**config.mk**
```make
export PLATFORM = sky130hd
export DESIGN_NAME = nrzi_eop_encoder
export DESIGN_NICKNAME = d
export VERILOG_FILES = /design/src/rtl/nrzi_eop_encoder.sv
export SDC_FILE = /design/constraint.sdc
export NUM_CORES = 1
export LEC_CHECK = 0
export ABC_AREA = 1
export CAP_MARGIN = 10
export CELL_PAD_IN_SITES_DETAIL_PLACEMENT = 1
export CELL_PAD_IN_SITES_GLOBAL_PLACEMENT = 1
export CORE_MARGIN = 4
export CORE_UTILIZATION = 43
export DETAILED_ROUTE_END_ITERATION = 8
export DONT_BUFFER_PORTS = 1
export PLACE_DENSITY = 0.76
export REMOVE_ABC_BUFFERS = 1
export SLEW_MARGIN = 20
export SYNTH_ARGS = -nofsm -noshare
export SYNTH_HDL_FRONTEND = slang
export SYNTH_SLANG_ARGS = --single-unit
```
**constraint.sdc**
```tcl
create_clock -name clk -period 1.71 [get_ports clk]
set_input_delay 0.2565 -clock clk [delete_from_list [all_inputs] [get_ports clk]]
set_output_delay 0.2565 -clock clk [all_outputs]
set_load 0.02 [all_outputs]
```
**src/rtl/nrzi_eop_encoder.sv**
```systemverilog
// USB full-speed transmit line encoder: NRZI-encodes the stuffed bitstream onto
// dp/dm and closes each packet with SE0, SE0, J, reporting type, length and violations.
module nrzi_eop_encoder (
    input  logic       clk,
    input  logic       rst,
    input  logic       bstr_in,
    input  logic [1:0] bstr_in_ready,
    output logic       dp,
    output logic       dm,
    output logic       busy,
    output logic       eop_done,
    output logic [1:0] pkt_type,
    output logic [6:0] bit_count,
    output logic       protocol_err
);

    typedef enum logic [2:0] {
        IDLE,
        XMIT,
        SE0_1,
        SE0_2,
        EOP_J
    } state_t;

    state_t state;
    logic   lvl;
    logic   bit_valid;
    logic   enc_lvl;

    assign bit_valid = (bstr_in_ready != 2'b00);
    // A zero toggles the line, a one holds it.
    assign enc_lvl   = bstr_in ? lvl : ~lvl;
    assign busy      = (state != IDLE);

    // NOTE: every register here uses non-blocking assignment so all of them
    // update together on the edge, regardless of statement order.
    always_ff @(posedge clk) begin
        if (rst) begin
            state        <= IDLE;
            lvl          <= 1'b1;
            dp           <= 1'b1;
            dm           <= 1'b0;
            eop_done     <= 1'b0;
            pkt_type     <= 2'b00;
            bit_count    <= 7'd0;
            protocol_err <= 1'b0;
        end else begin
            eop_done     <= 1'b0;
            protocol_err <= 1'b0;
            case (state)
                IDLE: begin
                    if (bit_valid) begin
                        // lvl is always J here, so the first bit is encoded relative to J.
                        state     <= XMIT;
                        lvl       <= enc_lvl;
                        dp        <= enc_lvl;
                        dm        <= ~enc_lvl;
                        pkt_type  <= bstr_in_ready;
                        bit_count <= 7'd1;
                    end else begin
                        dp <= 1'b1;
                        dm <= 1'b0;
                    end
                end
                XMIT: begin
                    if (bit_valid) begin
                        lvl <= enc_lvl;
                        dp  <= enc_lvl;
                        dm  <= ~enc_lvl;
                        if (bit_count != 7'd127) begin
                            bit_count <= bit_count + 7'd1;
                        end
                        if (bstr_in_ready != pkt_type) begin
                            protocol_err <= 1'b1;
                        end
                    end else begin
                        state <= SE0_1;
                        dp    <= 1'b0;
                        dm    <= 1'b0;
                    end
                end
                SE0_1: begin
                    state        <= SE0_2;
                    dp           <= 1'b0;
                    dm           <= 1'b0;
                    protocol_err <= bit_valid;
                end
                SE0_2: begin
                    state        <= EOP_J;
                    lvl          <= 1'b1;
                    dp           <= 1'b1;
                    dm           <= 1'b0;
                    eop_done     <= 1'b1;
                    protocol_err <= bit_valid;
                end
                EOP_J: begin
                    state        <= IDLE;
                    dp           <= 1'b1;
                    dm           <= 1'b0;
                    protocol_err <= bit_valid;
                end
                default: begin
                    state <= IDLE;
                    lvl   <= 1'b1;
                    dp    <= 1'b1;
                    dm    <= 1'b0;
                end
            endcase
        end
    end

endmodule

```
==> metrics.cfg, run 1 <==
[setup_path]
crit_fanout=8
critPathCaptureType=flop
critPathLaunchType=flop
cp.required_ns=1.91
critical_path_class=reg -> reg
crit_arrival_ns=1.51

[drt]
drt-pass1-iter-count=4
vias=847
wl_mm=2.37
dr.first_iter.drc_count=9
vias_per_cell=5.16
drtAntennaViolNets=0
avgRoutedWirePerCell_microns=14.4
post-route-drc-count=0

[clock_tree]
ctsLongestPathBuffers=2
cts_buffers=3
tritoncts=done
cts-htree-levels=1
clock_tree.root_cell=clkbuf_4
cts_sinks=17
cts_resized=0
clk_latency_ns=0.30
path_clk_slew_ns=0.11

[placement]
placed_cell_area_sq_um=1020
gp_congestion=0.763
pre_cts_ws_ns=0.420
port_buffers=0
hpwl_mm=1.79

[pwr]
leakage_uw=0.000440
ir_worst_vdd_v=0.000516
p_per_area_nw_per_um2=939

[finish]
final_area_sq_um=1060
postLayoutCoreUtil_pct=52.4
nets=144
drive_above_1_share_pct=26.3
diodes=0
layout.cells.most_common=nand2_1
most-common-layout-cells=nand2_1, dfxtp_1, inv_1, nand3_1, nor2_1
syn2layout_area_growth_pct=11.9

[sta]
fmax_mhz=763
setup_viol=0
layout_setup_ws_ns=0.399
tightest_slew_ns=0.373
slew_viol_final=0
slew_headroom_pct=75.1
rsz0062_at_grt=false
hold_violations=0
finalClockSkew_ns=0.00515
tns_ns=0
period_needed_ns=1.31
fin_crit_sh_pct=76.7

[grt]
grt_max_degree=15
first_global_vias=860
grt_antenna_before_repair=0
overflow=0
grt_pass1_wl_mm=3.89
track_usage_pct=18.0

[logic_synthesis]
ys_seq_area_share_pct=36.0
avgSynthCellArea_sq_um=7.45
synth_top_cell_area_share_pct=36.0
synthesis.area_sq_um=946
ys_warn_count=0
synth_seq_cells=17
synth_cell_types=26
synthTopCellsByArea=dfxtp_1, nand2_1, nand3_1, inv_1, a21oi_2
yosysTopAreaCell=dfxtp_1
syn_inst=127

[floorplan]
die-area_sq_um=3010
start_util_pct=46.8
num_rows=16
pin_count=19
core_sq_um=2020
die_w_microns=54.9
dieHeight_microns=54.9

[hold_path]
hold_path_class=in -> reg

[job]
maxCapViolCount=0

[run_status]
status=finished clean

## report_power, final
| group | switching (uW) | total [uW] | internal, uW |
|---|---|---|---|
| Clock | 138 | 226 | 87.1 |
| Combinational | 193 | 290 | 96.8 |
| Sequential | 44.5 | 479 | 434 |
## cell type report
type	instances	area, sq um
clock buffers	3	22.5
flip-flops and latches	17	340
fillers	275	963
repair buffers	7	55.1
well taps	27	33.8
inverters	18	72.6
multi-input cells	91	529
clock inverters	1	5.00
## cell families (layout without fill, tap and decap cells)
family                     count (synthesis)  after routing  synth area share, %
adders and majority gates                  1              1                 1.32
buffers and inverters                     19             29                 8.07
and+or+nand+nor                           73             73                 42.2
xor gates and xnor gates                   2              2                 1.85
AOI/OAI and AO/OA                         15             15                 10.6
DFF                                       17             17                 36.0
## registers in the layout, indices dropped and copies added (netlist names)
register	cells
protocol_err	1
state	3
eop_done	1
dp	1
bit_count	7
dm	1
lvl	1
pkt_type	2
## path summary, 6_finish.rpt
kind | endpoint | start | slack, ns | cells past startpoint
setup / recovery | bit_count[1] | bit_count[6] | 0.40 | 7
hold / removal | state[2] | rst | 0.02 | 1
hold reg to reg | lvl | lvl | 0.53 | 2
setup reg to reg | bit_count[1] | bit_count[6] | 0.40 | 7
## critical path, cell delays in order, from the launching register on
cell and delay (ns):
dfxtp_1 0.47, inv_1 0.11, nor2_1 0.14, nand2_1 0.10, nand2_4 0.13, nand2_8 0.09
nor2_1 0.12, nor2_2 0.05
## metrics by stage
stage	total power, uW	hold WS, ns	cells
after floorplan	707	0.319	126
after global placement	762	0.323	159
after detailed placement	775	0.322	159
after CTS	998	0.00221	163
after global routing	1060	0.00300	164
final	994	0.0200	164
## what timing repair did
| action | CTS | global route |
|---|---|---|
| hold buffers | 0 | 1 |
| endpoints found under the hold margin | 0 | 6 |
| buffers inserted | 0 | 0 |
## synthesized netlist by cell type (all sizes together)
cell type  instances
o21ai              3
o22ai              1
ha                 1
o21bai             1
clkinv             1
xnor2              1
xor2               1
nor2              15
or2                1
nor4               3
dfxtp             17
a21oi              9
nand3             14
nor3               2
inv               17
nand2             38
a211oi             1
buf                1
## metal layers
layer  track usage, %  wire, microns
met1             22.6           1040
met2             30.5           1180
met3             5.36            130
met4             3.64             19
met5                0              0
No activity file was read; power rests on OpenSTA's default activity.
==> inputs of run 2 (changes only) <==
--- a/config.mk
+++ b/config.mk
@@ -10,10 +10,10 @@
 export CELL_PAD_IN_SITES_DETAIL_PLACEMENT = 1
 export CELL_PAD_IN_SITES_GLOBAL_PLACEMENT = 1
 export CORE_MARGIN = 4
-export CORE_UTILIZATION = 43
+export CORE_UTILIZATION = 39
 export DETAILED_ROUTE_END_ITERATION = 8
 export DONT_BUFFER_PORTS = 1
-export PLACE_DENSITY = 0.76
+export PLACE_DENSITY = 0.73
 export REMOVE_ABC_BUFFERS = 1
 export SLEW_MARGIN = 20
 export SYNTH_ARGS = -nofsm -noshare
==> constraint.sdc (replaced) <==
create_clock -name clk -period 1.08 [get_ports clk]
set_input_delay 0.162 -clock clk [delete_from_list [all_inputs] [get_ports clk]]
set_output_delay 0.162 -clock clk [all_outputs]
set_load 0.02 [all_outputs]
==> metrics.cfg, run 2 (synthesized netlist as in run 1, its figures left out) <==
[finish]
top_regs=bit_count: 7 flops, state: 3 flops, pkt_type: 2 flops  ; unchanged
syn2layout_area_growth_pct=41.8  ; was 11.9%
largest_register_ffs=7  ; unchanged
most-common-layout-cells=nand2_1, buf_4, nand3_1  ; was nand2_1, dfxtp_1, inv_1, nand3_1, nor2_1
regMostFlops=bit_count  ; unchanged
n_fill_cell=287  ; was 275
drive_above_1_share_pct=50.0  ; was 26.3%
postLayoutCoreUtil_pct=59.5  ; was 52.4%
layout.cells.most_common=nand2_1  ; unchanged
nets=165  ; was 144
diodes=0  ; unchanged

[setup_path]
cp_cell_sequence=buf_6, nand3_4, nor2_4, nand2_4, nand2_8, nand2_2, nand2_1, nor2_2  ; was inv_1, nor2_1, nand2_1, nand2_4, nand2_8, nor2_1, nor2_2
r2r_end=bit_count[1]  ; unchanged
crit_arrival_ns=1.47  ; was 1.51 ns
cp_slowest_stage_delay_ns=0.38  ; was 0.47 ns
cp.required_ns=1.28  ; was 1.91 ns
reg2reg_slack_ns=-0.19  ; was 0.40 ns
crit_fanout=8  ; unchanged
critPathCaptureType=flop  ; unchanged
critPathLaunchType=flop  ; unchanged
crit_buf_inv=1  ; unchanged
r2r_cells=8  ; was 7
cp_slowest_cell=dfxtp_4  ; was dfxtp_1
r2r_start=state[0]  ; was bit_count[6]
path_delay_family=simple AND/OR/NAND/NOR gates  ; unchanged
critical_path_class=reg -> reg  ; unchanged

[clock_tree]
clk_latency_ns=0.30  ; about the same
cts-htree-levels=1  ; unchanged
path_clk_slew_ns=0.12  ; was 0.11 ns
ctsLongestPathBuffers=2  ; unchanged
tritoncts=done  ; unchanged
cts_sinks=17  ; unchanged
clock_tree.root_cell=clkbuf_4  ; unchanged
cts_buffers=3  ; unchanged

[pwr]
p_per_area_nw_per_um2=1360  ; was 939 nW/um^2
clkPwrFrac_pct=20.1  ; was 22.7%
finalPower_uw=1820  ; was 994 uW
switchingPower_uw=694  ; was 376 uW
ir_worst_vdd_v=0.000897  ; was 0.000516 V
sw_frac_of_total_pct=38.0  ; was 37.8%
combPwrFrac_pct=38.5  ; was 29.1%
seqPwrFrac_pct=41.3  ; was 48.2%
p_int_uw=1130  ; was 618 uW
leakage_uw=0.000573  ; was 0.000440 uW

[hold_path]
min_to=lvl  ; was state[2]
whs_path_depth=2  ; was 1
hold_path_startpoint=rst  ; unchanged
hold_path_class=in -> reg  ; unchanged

[floorplan]
num_rows=17  ; was 16
core_sq_um=2250  ; was 2020 sq um
dieHeight_microns=57.3  ; was 54.9 microns
start_util_pct=42.0  ; was 46.8%
die-area_sq_um=3280  ; was 3010 sq um
die_w_microns=57.3  ; was 54.9 microns
pin_count=19  ; unchanged

[drt]
dr.first_iter.drc_count=8  ; was 9
drtAntennaViolNets=0  ; unchanged
post-route-drc-count=0  ; unchanged
drt-pass1-iter-count=3  ; was 4
wl_mm=2.92  ; was 2.37 mm
vias=954  ; was 847
avgRoutedWirePerCell_microns=15.7  ; was 14.4 microns
vias_per_cell=5.13  ; was 5.16

[run_status]
status=complete, but fails checks  ; was finished clean
violations=setup timing

[sta]
period_needed_ns=1.27  ; was 1.31 ns
layout_setup_ws_ns=-0.189  ; was 0.399 ns
slew_headroom_pct=58.9  ; was 75.1%
fin_crit_sh_pct=117  ; was 76.7%
hold_violations=0  ; unchanged
tns_ns=-2.19  ; was 0 ns
finalClockSkew_ns=0.00846  ; was 0.00515 ns
slew_viol_final=0  ; unchanged
tightest_slew_ns=0.617  ; was 0.373 ns
fmax_mhz=788  ; was 763 MHz
setup_viol=15  ; was 0
rsz0062_at_grt=true  ; was false
holdWs_ns=0.00195  ; was 0.0200 ns

[grt]
grt_busiest_layer=met2  ; unchanged
grtUsageMet1_pct=24.2  ; was 22.6%
track_usage_pct=19.0  ; was 18.0%
grt_util_met3_pct=3.62  ; was 5.36%
grt_pass1_wl_mm=4.85  ; was 3.89 mm
grt_max_degree=12  ; was 15
overflow=0  ; unchanged
first_global_vias=1003  ; was 860
grt_antenna_before_repair=0  ; unchanged
use_met2_pct=31.6  ; was 30.5%

[placement]
gp_congestion=0.824  ; was 0.763
hpwl_mm=1.90  ; was 1.79 mm
port_buffers=0  ; unchanged

[job]
maxCapViolCount=0  ; unchanged

[run 2: final cells by class]
| type | count | area (sq um) | area share, % |
|---|---|---|---|
| multi-input cells | 91 | 587 | 43.7 |
| flip-flops and latches | 17 | 353 | 26.3 |
| repair buffers | 28 | 262 | 19.5 |
| inverters | 18 | 77.6 | 5.78 |
| well taps | 28 | 35.0 | 2.61 |
| clock buffers | 3 | 22.5 | 1.68 |
| clock inverters | 1 | 5.00 | 0.373 |
[run 2: worst max-delay path by stage]
stage | endpoint | start | cells after the start
floorplan | bit_count[1] | bit_count[0] | 8
global placement | bit_count[1] | bit_count[0] | 8
detailed placement | bit_count[1] | bit_count[0] | 8
CTS | busy | state[0] | 4
global route | bit_count[1] | bit_count[0] | 9
finish | bit_count[1] | state[0] | 8
[run 2: per-stage QoR]
| step | instances | instance area, sq um | setup WS (ns) |
|---|---|---|---|
| 5_1_grt | 186 | 1340 | -0.267 |
| 6_report | 186 | 1340 | -0.189 |
| 2_1_floorplan | 126 | 942 | -0.334 |
| 4_1_cts | 183 | 1270 | -0.162 |
| 3_5_place_dp | 174 | 1140 | -0.210 |
| 3_3_place_gp | 174 | 1140 | -0.136 |
[run 2: power by group through the flow]
stage                     clock network (uW)  logic [uW]  registers (uW)
after CTS                                365         635             753
after global routing                     415         768             761
after floorplan                            0         322             797
after detailed placement                   0         547             760
final                                    368         703             754
after global placement                     0         530             757
[run 2: repair_timing]
item | in CTS | in global routing
hold buffers | 1 | 0
gates resized for setup | 23 | 15
pin swaps | 3 | 4
endpoints found under the hold margin | 11 | 0
setup buffers | 4 | 3
endpoints found under the setup margin | 18 | 19
[run 2: routing by layer]
metal,wire (microns),share of wire (%)
met5,0,0
met1,1280,44
met2,1510,52
met3,93,3.2
met4,31,1.1
